File: src/rtl/prng_pkg.sv
// Shared types and constants for the prng_stream LFSR word generator.
// The AES S-box helpers exist only when PRNG_SBOX_WHITEN_EN is defined.
package prng_pkg;

  typedef enum logic [1:0] {
    ST_IDLE  = 2'd0,
    ST_LOAD  = 2'd1,
    ST_SHIFT = 2'd2,
    ST_HOLD  = 2'd3
  } prng_state_t;

  localparam logic MODE_FIB = 1'b0;
  localparam logic MODE_GAL = 1'b1;

  localparam logic [7:0]  FIB_TAPS_8  = 8'h94;
  localparam logic [7:0]  GAL_MASK_8  = 8'h70;
  localparam logic [15:0] FIB_TAPS_16 = 16'hB400;
  localparam logic [15:0] GAL_MASK_16 = 16'hB400;
  localparam logic [31:0] FIB_TAPS_32 = 32'h80200003;
  localparam logic [31:0] GAL_MASK_32 = 32'h80200003;

`ifdef PRNG_SBOX_WHITEN_EN
  // GF(2^8) multiply modulo the AES polynomial x^8+x^4+x^3+x+1.
  function automatic logic [7:0] gf_mul(input logic [7:0] a, input logic [7:0] b);
    logic [7:0] p;
    logic [7:0] aa;
    p  = 8'h00;
    aa = a;
    for (int i = 0; i < 8; i++) begin
      if (b[i]) p = p ^ aa;
      aa = aa[7] ? ({aa[6:0], 1'b0} ^ 8'h1B) : {aa[6:0], 1'b0};
    end
    return p;
  endfunction

  // x^254 is the multiplicative inverse (and maps 0 to 0), then the AES affine map.
  function automatic logic [7:0] aes_sbox(input logic [7:0] x);
    logic [7:0] sq;
    logic [7:0] inv;
    sq  = x;
    inv = 8'h01;
    for (int i = 1; i < 8; i++) begin
      sq  = gf_mul(sq, sq);
      inv = gf_mul(inv, sq);
    end
    return inv ^ {inv[6:0], inv[7]} ^ {inv[5:0], inv[7:6]} ^
           {inv[4:0], inv[7:5]} ^ {inv[3:0], inv[7:4]} ^ 8'h63;
  endfunction
`endif

endpackage

File: src/rtl/lfsr_step.sv
// One combinational LFSR step in Fibonacci or Galois form; fb_o is both the
// feedback bit and the generated output bit.
module lfsr_step
  import prng_pkg::*;
#(
  parameter int                 LFSR_W   = 8,
  parameter logic [LFSR_W-1:0]  FIB_TAPS = LFSR_W'(FIB_TAPS_8),
  parameter logic [LFSR_W-1:0]  GAL_MASK = LFSR_W'(GAL_MASK_8)
) (
  input  logic [LFSR_W-1:0] state_i,
  input  logic              mode_i,
  output logic [LFSR_W-1:0] next_o,
  output logic              fb_o
);

  always_comb begin
    if (mode_i == MODE_GAL) begin
      fb_o   = state_i[LFSR_W-1];
      next_o = {state_i[LFSR_W-2:0], fb_o} ^ (fb_o ? GAL_MASK : '0);
    end else begin
      fb_o   = ^(state_i & FIB_TAPS);
      next_o = {state_i[LFSR_W-2:0], fb_o};
    end
  end

endmodule

File: src/rtl/prng_stream.sv
// Seeded LFSR word stream with valid/ready output; first word OUT_W+2 cycles after start,
// word and LFSR freeze while out_ready is low. Optional AES S-box whitening: PRNG_SBOX_WHITEN_EN.
module prng_stream
  import prng_pkg::*;
#(
  parameter int                 LFSR_W   = 8,
  parameter int                 OUT_W    = 8,
  parameter logic [LFSR_W-1:0]  FIB_TAPS = LFSR_W'(FIB_TAPS_8),
  parameter logic [LFSR_W-1:0]  GAL_MASK = LFSR_W'(GAL_MASK_8)
) (
  input  logic              clock,
  input  logic              reset,
  input  logic              start,
  input  logic [LFSR_W-1:0] seed,
  input  logic              mode,
  input  logic              cont,
  input  logic              out_ready,
  output logic [OUT_W-1:0]  out_data,
  output logic              out_valid,
  output logic              busy
);

  localparam int CNT_W = (OUT_W > 1) ? $clog2(OUT_W) : 1;
  localparam logic [CNT_W-1:0] CNT_LAST = CNT_W'(OUT_W - 1);

  prng_state_t       state_q, state_d;
  logic [LFSR_W-1:0] lfsr_q, lfsr_d;
  logic [LFSR_W-1:0] seed_q, seed_d;
  logic              mode_q, mode_d;
  logic [OUT_W-1:0]  word_q, word_d;
  logic [CNT_W-1:0]  cnt_q, cnt_d;
  logic [OUT_W-1:0]  data_q, data_d;
  logic              valid_q, valid_d;

  logic [LFSR_W-1:0] step_next;
  logic              step_fb;
  logic [OUT_W-1:0]  word_shift;
  logic [OUT_W-1:0]  word_out;

  lfsr_step #(
    .LFSR_W   (LFSR_W),
    .FIB_TAPS (FIB_TAPS),
    .GAL_MASK (GAL_MASK)
  ) u_step (
    .state_i (lfsr_q),
    .mode_i  (mode_q),
    .next_o  (step_next),
    .fb_o    (step_fb)
  );

  // First generated bit migrates up to the word MSB.
  assign word_shift = (word_q << 1) | OUT_W'(step_fb);

`ifdef PRNG_SBOX_WHITEN_EN
  if ((OUT_W % 8) != 0) begin : g_bad_width
    $error("prng_stream: S-box whitening needs OUT_W to be a multiple of 8");
  end
  for (genvar b = 0; b < OUT_W / 8; b++) begin : g_sbox
    assign word_out[b*8 +: 8] = aes_sbox(word_shift[b*8 +: 8]);
  end
`else
  assign word_out = word_shift;
`endif

  always_comb begin
    state_d = state_q;
    lfsr_d  = lfsr_q;
    seed_d  = seed_q;
    mode_d  = mode_q;
    word_d  = word_q;
    cnt_d   = cnt_q;
    data_d  = data_q;
    valid_d = valid_q;
    case (state_q)
      ST_IDLE: begin
        if (start) begin
          seed_d  = (seed == '0) ? LFSR_W'(1) : seed;
          mode_d  = mode;
          state_d = ST_LOAD;
        end
      end
      ST_LOAD: begin
        lfsr_d  = seed_q;
        cnt_d   = '0;
        state_d = ST_SHIFT;
      end
      ST_SHIFT: begin
        lfsr_d = step_next;
        word_d = word_shift;
        if (cnt_q == CNT_LAST) begin
          cnt_d   = '0;
          data_d  = word_out;
          valid_d = 1'b1;
          state_d = ST_HOLD;
        end else begin
          cnt_d = cnt_q + CNT_W'(1);
        end
      end
      ST_HOLD: begin
        if (out_ready) begin
          valid_d = 1'b0;
          state_d = cont ? ST_SHIFT : ST_IDLE;
        end
      end
      default: state_d = ST_IDLE;
    endcase
  end

  always_ff @(posedge clock) begin
    if (reset) begin
      state_q <= ST_IDLE;
      lfsr_q  <= '0;
      seed_q  <= '0;
      mode_q  <= MODE_FIB;
      word_q  <= '0;
      cnt_q   <= '0;
      data_q  <= '0;
      valid_q <= 1'b0;
    end else begin
      state_q <= state_d;
      lfsr_q  <= lfsr_d;
      seed_q  <= seed_d;
      mode_q  <= mode_d;
      word_q  <= word_d;
      cnt_q   <= cnt_d;
      data_q  <= data_d;
      valid_q <= valid_d;
    end
  end

  assign out_data  = data_q;
  assign out_valid = valid_q;
  assign busy      = (state_q != ST_IDLE);

endmodule

File: config.mk
export PLATFORM = sky130hd
export DESIGN_NAME = prng_stream
export DESIGN_NICKNAME = d
export VERILOG_FILES = /design/src/rtl/prng_pkg.sv /design/src/rtl/lfsr_step.sv /design/src/rtl/prng_stream.sv
export SDC_FILE = /design/constraint.sdc
export NUM_CORES = 1
export LEC_CHECK = 0
export CORE_UTILIZATION = 53
export CTS_BUF_LIST = sky130_fd_sc_hd__clkbuf_16
export DETAILED_ROUTE_END_ITERATION = 8
export GPL_TIMING_DRIVEN = 0
export PLACE_DENSITY = 0.74
export SLEW_MARGIN = 5
export SYNTH_ARGS = -nofsm -noshare
export SYNTH_HDL_FRONTEND = slang
export SYNTH_HIERARCHICAL = 1
export SYNTH_SLANG_ARGS = --single-unit
File: constraint.sdc
create_clock -name clock -period 1.55 [get_ports clock]
set_input_delay 0.31 -clock clock [delete_from_list [all_inputs] [get_ports clock]]
set_output_delay 0.31 -clock clock [all_outputs]
set_load 0.03 [all_outputs]
==> results.tsv, run 1 <==
stage	metric	value	unit
outcome	status	completed	
clocking	clockRootBuffer	clkbuf_16	
critical_path	endpoint_kind	flop	
grt	first_global_vias	1380	
clocking	clock-sinks	38	
yosys	ys_ff_latch	38	
layout	n_antenna_cell	0	
clocking	cts_tree	yes	
hold_path	worstHoldEndpoint	out_data[1]	
sta	min_period	1467	ps
sta	report.final.slew_viol_count	0	
placement	dpl.hpwl	2420	microns
layout	synthToLayoutAreaGrowth	29.63	%
yosys	synth_seq_area_share	45.61	%
yosys	ys_types	24	
sta	worst_slew_pin_slew	450.2	ps
sta	period_share	94.66	%
pwr	vdd_drop_max	0.001305	V
floorplanning	die_area	3375	sq um
hold_path	min-delay-start	out_data[1]	
detailed_routing	wl_per_cell	13.31	microns
sta	rsz0062_at_grt	false	
grt	grt_usage	23.79	%
clocking	htree_levels	2	
placement	place.gp.congestion	0.7580	
grt	antenna_found_initial	0	
layout	n_fill_cell	223	
sta	maxSlewHeadroom	69.99	%
flow_run	drv_cap	0	
yosys	yosys.area.top_type	dfxtp_1	
pwr	p_leak	0.0008766	uW
yosys	synth_fp_nets	211	
sta	finalSetupViolCount	0	
clocking	cts-buffers-inserted	5	
detailed_routing	num_vias	1377	
detailed_routing	drt-pass1-iter-count	5	
critical_path	path_class	reg -> reg	
floorplanning	ios	24	
yosys	synth_cells	190	
grt	grt_max_degree	14	
detailed_routing	drt-initial-drc-count	82	
critical_path	reg2regPathDepth	5	
detailed_routing	drc	0	
critical_path	cp_data_required_time	1740	ps
yosys	synth_edf_count	0	
sta	fin_tns_setup	0	ps
detailed_routing	postRouteAntennaNets	0	
hold_path	min_path_cells	2	
grt	overflow	0	
floorplanning	die_y	58.10	microns
layout	final_nets	241	
yosys	syn_area	1668	sq um
layout	multi_input_area	834.6	sq um
floorplanning	rows	19	
clocking	path_clk_slew	60	ps
yosys	async_reset_ff_share	0	%
yosys	synth_area_leaders	dfxtp_1 46%, mux2i_1 9.0%, nand2_1 6.5%	
grt	grt_pass1_wl	6016	microns
critical_path	r2r-start	state_q[0]	
critical_path	cp.arrival	1660	ps
sta	clock_skew	5.835	ps
yosys	synth-warning-count	6	
layout	regArea	762.0	sq um
layout	drive_gt1_share	14.93	%
critical_path	cp_max_fo	5	
detailed_routing	avgViaCountPerCell	5.236	
clocking	clockBufferDepth	2	
floorplanning	core_area	2877	sq um
sta	finalHoldViolations	0	
pwr	power_density	1775	nW/um^2
critical_path	r2r_end	state_q[0]	
yosys	synth-main-ff-cell	dfxtp_1	
detailed_routing	finalWirelength	3501	microns
sta	holdWs	451.9	ps
hold_path	hold_path_class	reg -> reg	
clocking	clock_latency	280	ps
clocking	cts_hold_buf	0	
floorplanning	floorplan.initialDensity	57.98	%
sta	max_freq	0.6816	GHz
layout	post-route-util	75.16	%
critical_path	start_kind	flop	
yosys	synth.top_cell.area_share	45.61	%
floorplanning	die_x	58.10	microns
yosys	syn_avg_cell_area	8.778	sq um
critical_path	regToRegSetupSlack	80	ps
pwr	fin_total_pwr	3839	uW
placement	io_buffers	23	
[per-stage QoR]
| stage | instances | area (sq um) | setup WS, ps |
|---|---|---|---|
| floorplan | 190 | 1668 | 140.8 |
| global placement | 255 | 1951 | -305.0 |
| detailed placement | 255 | 1951 | -331.4 |
| CTS | 263 | 2143 | 19.29 |
| global route | 263 | 2162 | 11.68 |
| finish | 263 | 2162 | 82.79 |
[worst max path at each step]
stage	startpoint	endpoint	slack (ps)	depth (start not counted)
floorplan	state_q[1]	state_q[0]	140	5
global placement	reset	seed_q[5]	-310	4
detailed placement	reset	word_q[6]	-330	4
CTS	state_q[0]	state_q[0]	20	5
global route	state_q[0]	out_data[3]	10	6
finish	state_q[0]	state_q[0]	80	5
[cell usage after synthesis (5+ instances only)]
master     n
dfxtp_1   38
nand2_1   29
a21oi_1   19
nor2_1    19
mux2i_1   15
a211oi_1  11
nand3_1   10
clkbuf_1   7
ha_1       7
buf_4      5
[state kept, by name, indices dropped and copies added (netlist names)]
register	cells
lfsr_q	8
out_data	8
seed_q	8
word_q	7
cnt_q	3
state_q	2
mode_q	1
out_valid	1
[layout by cell type, fill, tap and decap left out, types with 6 or more instances in the layout]
cell             count
a211oi_1            10
a21oi_1             19
buf_4                6
clkdlybuf4s50_1     13
dfxtp_1             37
dlygate4sd2_1        9
mux2i_1             15
nand2_1             28
nand3_1             10
nor2_1              19
[power by group]
group | leakage, uW | switching [uW] | total, uW | internal (uW)
logic | 0.000473 | 672 | 1250 | 579
registers | 0.000310 | 129 | 1280 | 1160
clock network | 0.0000940 | 379 | 1300 | 923
[metal layers]
| metal | up-vias | track usage (%) | part of all wire, % |
|---|---|---|---|
| met5 | - | 0 | 0 |
| met2 | 28 | 44.50 | 52 |
| met1 | 639 | 25.39 | 45 |
| met4 | 0 | 7.823 | 0.46 |
| li1 | 708 | - | - |
| met3 | 2 | 6.920 | 2.7 |
[worst max-delay path, stage by stage, from the launching register on]
cell and delay (ps):
dfxtp_1 350, inv_2 80, ha_2 210, nor2b_4 140
or3_4 390, a211oi_2 220
[area by class of cell]
type / instances / area share, %
Buffer: 16 / 4.340
Clock buffer: 5 / 5.787
Clock inverter: 3 / 3.183
Inverter: 3 / 0.5208
Multi-Input combinational cell: 133 / 38.60
Sequential cell: 38 / 35.24
Tap cell: 42 / 2.431
Timing Repair Buffer: 23 / 9.896
[timing repair]
item	CTS	global route
setup buffers	0	0
endpoints found under the hold margin	0	0
setup endpoints to repair	46	12
resized for setup	23	8
[cell families after synthesis]
| family | synth area share [%] |
|---|---|
| DFF | 45.61 |
| xor gates and xnor gates | 2.626 |
| and+or+nand+nor | 20.10 |
| adders and majority gates | 5.251 |
| buffers and inverters | 5.702 |
| AOI/OAI and AO/OA | 11.70 |
| muxes | 9.002 |
(Power assumes the default switching activity.)
==> run 2, diff against run 1 <==
--- a/config.mk
+++ b/config.mk
@@ -10,6 +10,7 @@
 export DETAILED_ROUTE_END_ITERATION = 8
 export GPL_TIMING_DRIVEN = 0
 export PLACE_DENSITY = 0.74
+export SETUP_SLACK_MARGIN = 0.05
 export SLEW_MARGIN = 5
 export SYNTH_ARGS = -nofsm -noshare
 export SYNTH_HDL_FRONTEND = slang
==> results.tsv, run 2 (synthesis gave the netlist of run 1 again) <==
stage	metric	value	unit
outcome	status	completed	
grt	antenna_found_initial	0	
critical_path	slowest_stage	or3_4	
pwr	vdd_drop_max	0.001304	V
sta	holdWs	452.4	ps
detailed_routing	avgViaCountPerCell	5.228	
layout	post-route-util	75.47	%
floorplanning	die_y	58.10	microns
detailed_routing	num_vias	1375	
critical_path	crit_chain	inv_1, ha_2, nor2b_4, or3_4, a211oi_2	
floorplanning	core_area	2877	sq um
layout	drive_gt1_share	15.38	%
layout	n_fill_cell	219	
placement	io_buffers	23	
critical_path	start_kind	flop	
floorplanning	die_area	3375	sq um
critical_path	cp_max_fo	4	
hold_path	hold_path_class	reg -> reg	
layout	layout_commonest_cell	dfxtp_1	
clocking	clockRootBuffer	clkbuf_16	
clocking	clock-sinks	38	
clocking	cts-buffers-inserted	5	
floorplanning	rows	19	
sta	report.final.slew_viol_count	0	
placement	place.gp.congestion	0.7580	
detailed_routing	drt-pass1-iter-count	4	
flow_run	drv_cap	0	
critical_path	r2r-start	state_q[1]	
detailed_routing	postRouteAntennaNets	0	
floorplanning	floorplan.initialDensity	57.98	%
grt	grt_max_degree	14	
sta	rsz0062_at_grt	true	
placement	dpl.hpwl	2420	microns
critical_path	cp.buffers_inverters	1	
critical_path	cp.arrival	1660	ps
grt	grt_usage	24.02	%
critical_path	reg2regPathDepth	5	
layout	synthToLayoutAreaGrowth	30.16	%
floorplanning	ios	24	
sta	clock_skew	6.847	ps
sta	finalHoldViolations	0	
critical_path	r2r_end	state_q[0]	
sta	min_period	1467	ps
critical_path	endpoint_kind	flop	
critical_path	regToRegSetupSlack	80	ps
clocking	clockBufferDepth	2	
clocking	cts_tree	yes	
layout	layout_common_cells	36 x dfxtp_1, 28 x nand2_1, 19 x nor2_1, 19 x a21oi_1, 15 x mux2i_1	
floorplanning	die_x	58.10	microns
pwr	p_leak	0.0008632	uW
sta	maxSlewHeadroom	70.15	%
layout	final_nets	241	
hold_path	worstHoldEndpoint	seed_q[4]	
detailed_routing	drc	0	
critical_path	cp_data_required_time	1740	ps
sta	finalSetupViolCount	0	
clocking	clock_latency	280	ps
sta	worst_slew_pin_slew	447.7	ps
critical_path	path_depth	5	
sta	period_share	94.63	%
critical_path	path_class	reg -> reg	
detailed_routing	wl_per_cell	13.24	microns
grt	grt_pass1_wl	6085	microns
grt	first_global_vias	1385	
hold_path	min_path_cells	2	
detailed_routing	finalWirelength	3481	microns
layout	n_antenna_cell	0	
hold_path	min-delay-start	seed_q[4]	
critical_path	slowest_delay	390	ps
grt	overflow	0	
clocking	htree_levels	2	
clocking	path_clk_slew	60	ps
critical_path	critPathLaunch	state_q[1]	
critical_path	crit_family	simple AND/OR/NAND/NOR gates	
sta	max_freq	0.6818	GHz
detailed_routing	drt-initial-drc-count	84	
pwr	power_density	1784	nW/um^2
## run 2: timing repair
action	in CTS	in global routing
resized for setup	25	10
hold buffers	0	0
setup endpoints to repair	46	33
buffers inserted	0	0
## run 2: area by class of cell
class	instances	area (sq um)	share of cell area, %
Clock buffer	5	125.1	5.764
Sequential cell	38	763.2	35.16
Inverter	3	11.26	0.5187
Timing Repair Buffer	23	216.5	9.971
Buffer	16	98.84	4.553
Tap cell	42	52.55	2.421
Multi-Input combinational cell	133	834.6	38.44
Clock inverter	3	68.82	3.170
## run 2: worst max-delay path by stage
stage,to,slack [ps]
global route,state_q[0],30
floorplan,state_q[0],140
global placement,seed_q[5],-310
finish,state_q[0],80
CTS,state_q[0],60
detailed placement,word_q[6],-330
## run 2: metal layers
metal | share of wire (%) | routed length [microns] | vias to the layer above | GRT usage [%]
li1 | - | - | 707 | -
met1 | 44 | 1533 | 641 | 25.81
met2 | 52 | 1814 | 23 | 44.83
met3 | 3.0 | 104 | 4 | 6.920
met4 | 0.83 | 29 | 0 | 7.823
met5 | 0 | 0 | - | 0
## run 2: tightest hold or removal path: cells and delay by family, from the launching register on
kind,cells,cell delay [ps]
AO/OA/AOI/OAI,1,50
flip-flops,1,300
AND/OR/NAND/NOR,1,50
## run 2: where the power goes
part / internal, uW / switching (uW)
Sequential: 1160 / 133
Combinational: 600 / 670
Clock: 924 / 387
## run 2: per-stage QoR
| stage | std cells | worst slack (ps) | setup TNS [ps] | total power, uW | area, sq um |
|---|---|---|---|---|---|
| CTS | 263 | 60.07 | 0 | 3828 | 2148 |
| finish | 263 | 83.28 | 0 | 3872 | 2171 |
| global placement | 255 | -305.0 | -6558 | 2434 | 1951 |
| floorplan | 190 | 140.8 | 0 | 2192 | 1668 |
| detailed placement | 255 | -331.4 | -7659 | 2480 | 1951 |
| global route | 263 | 28.18 | 0 | 4087 | 2171 |
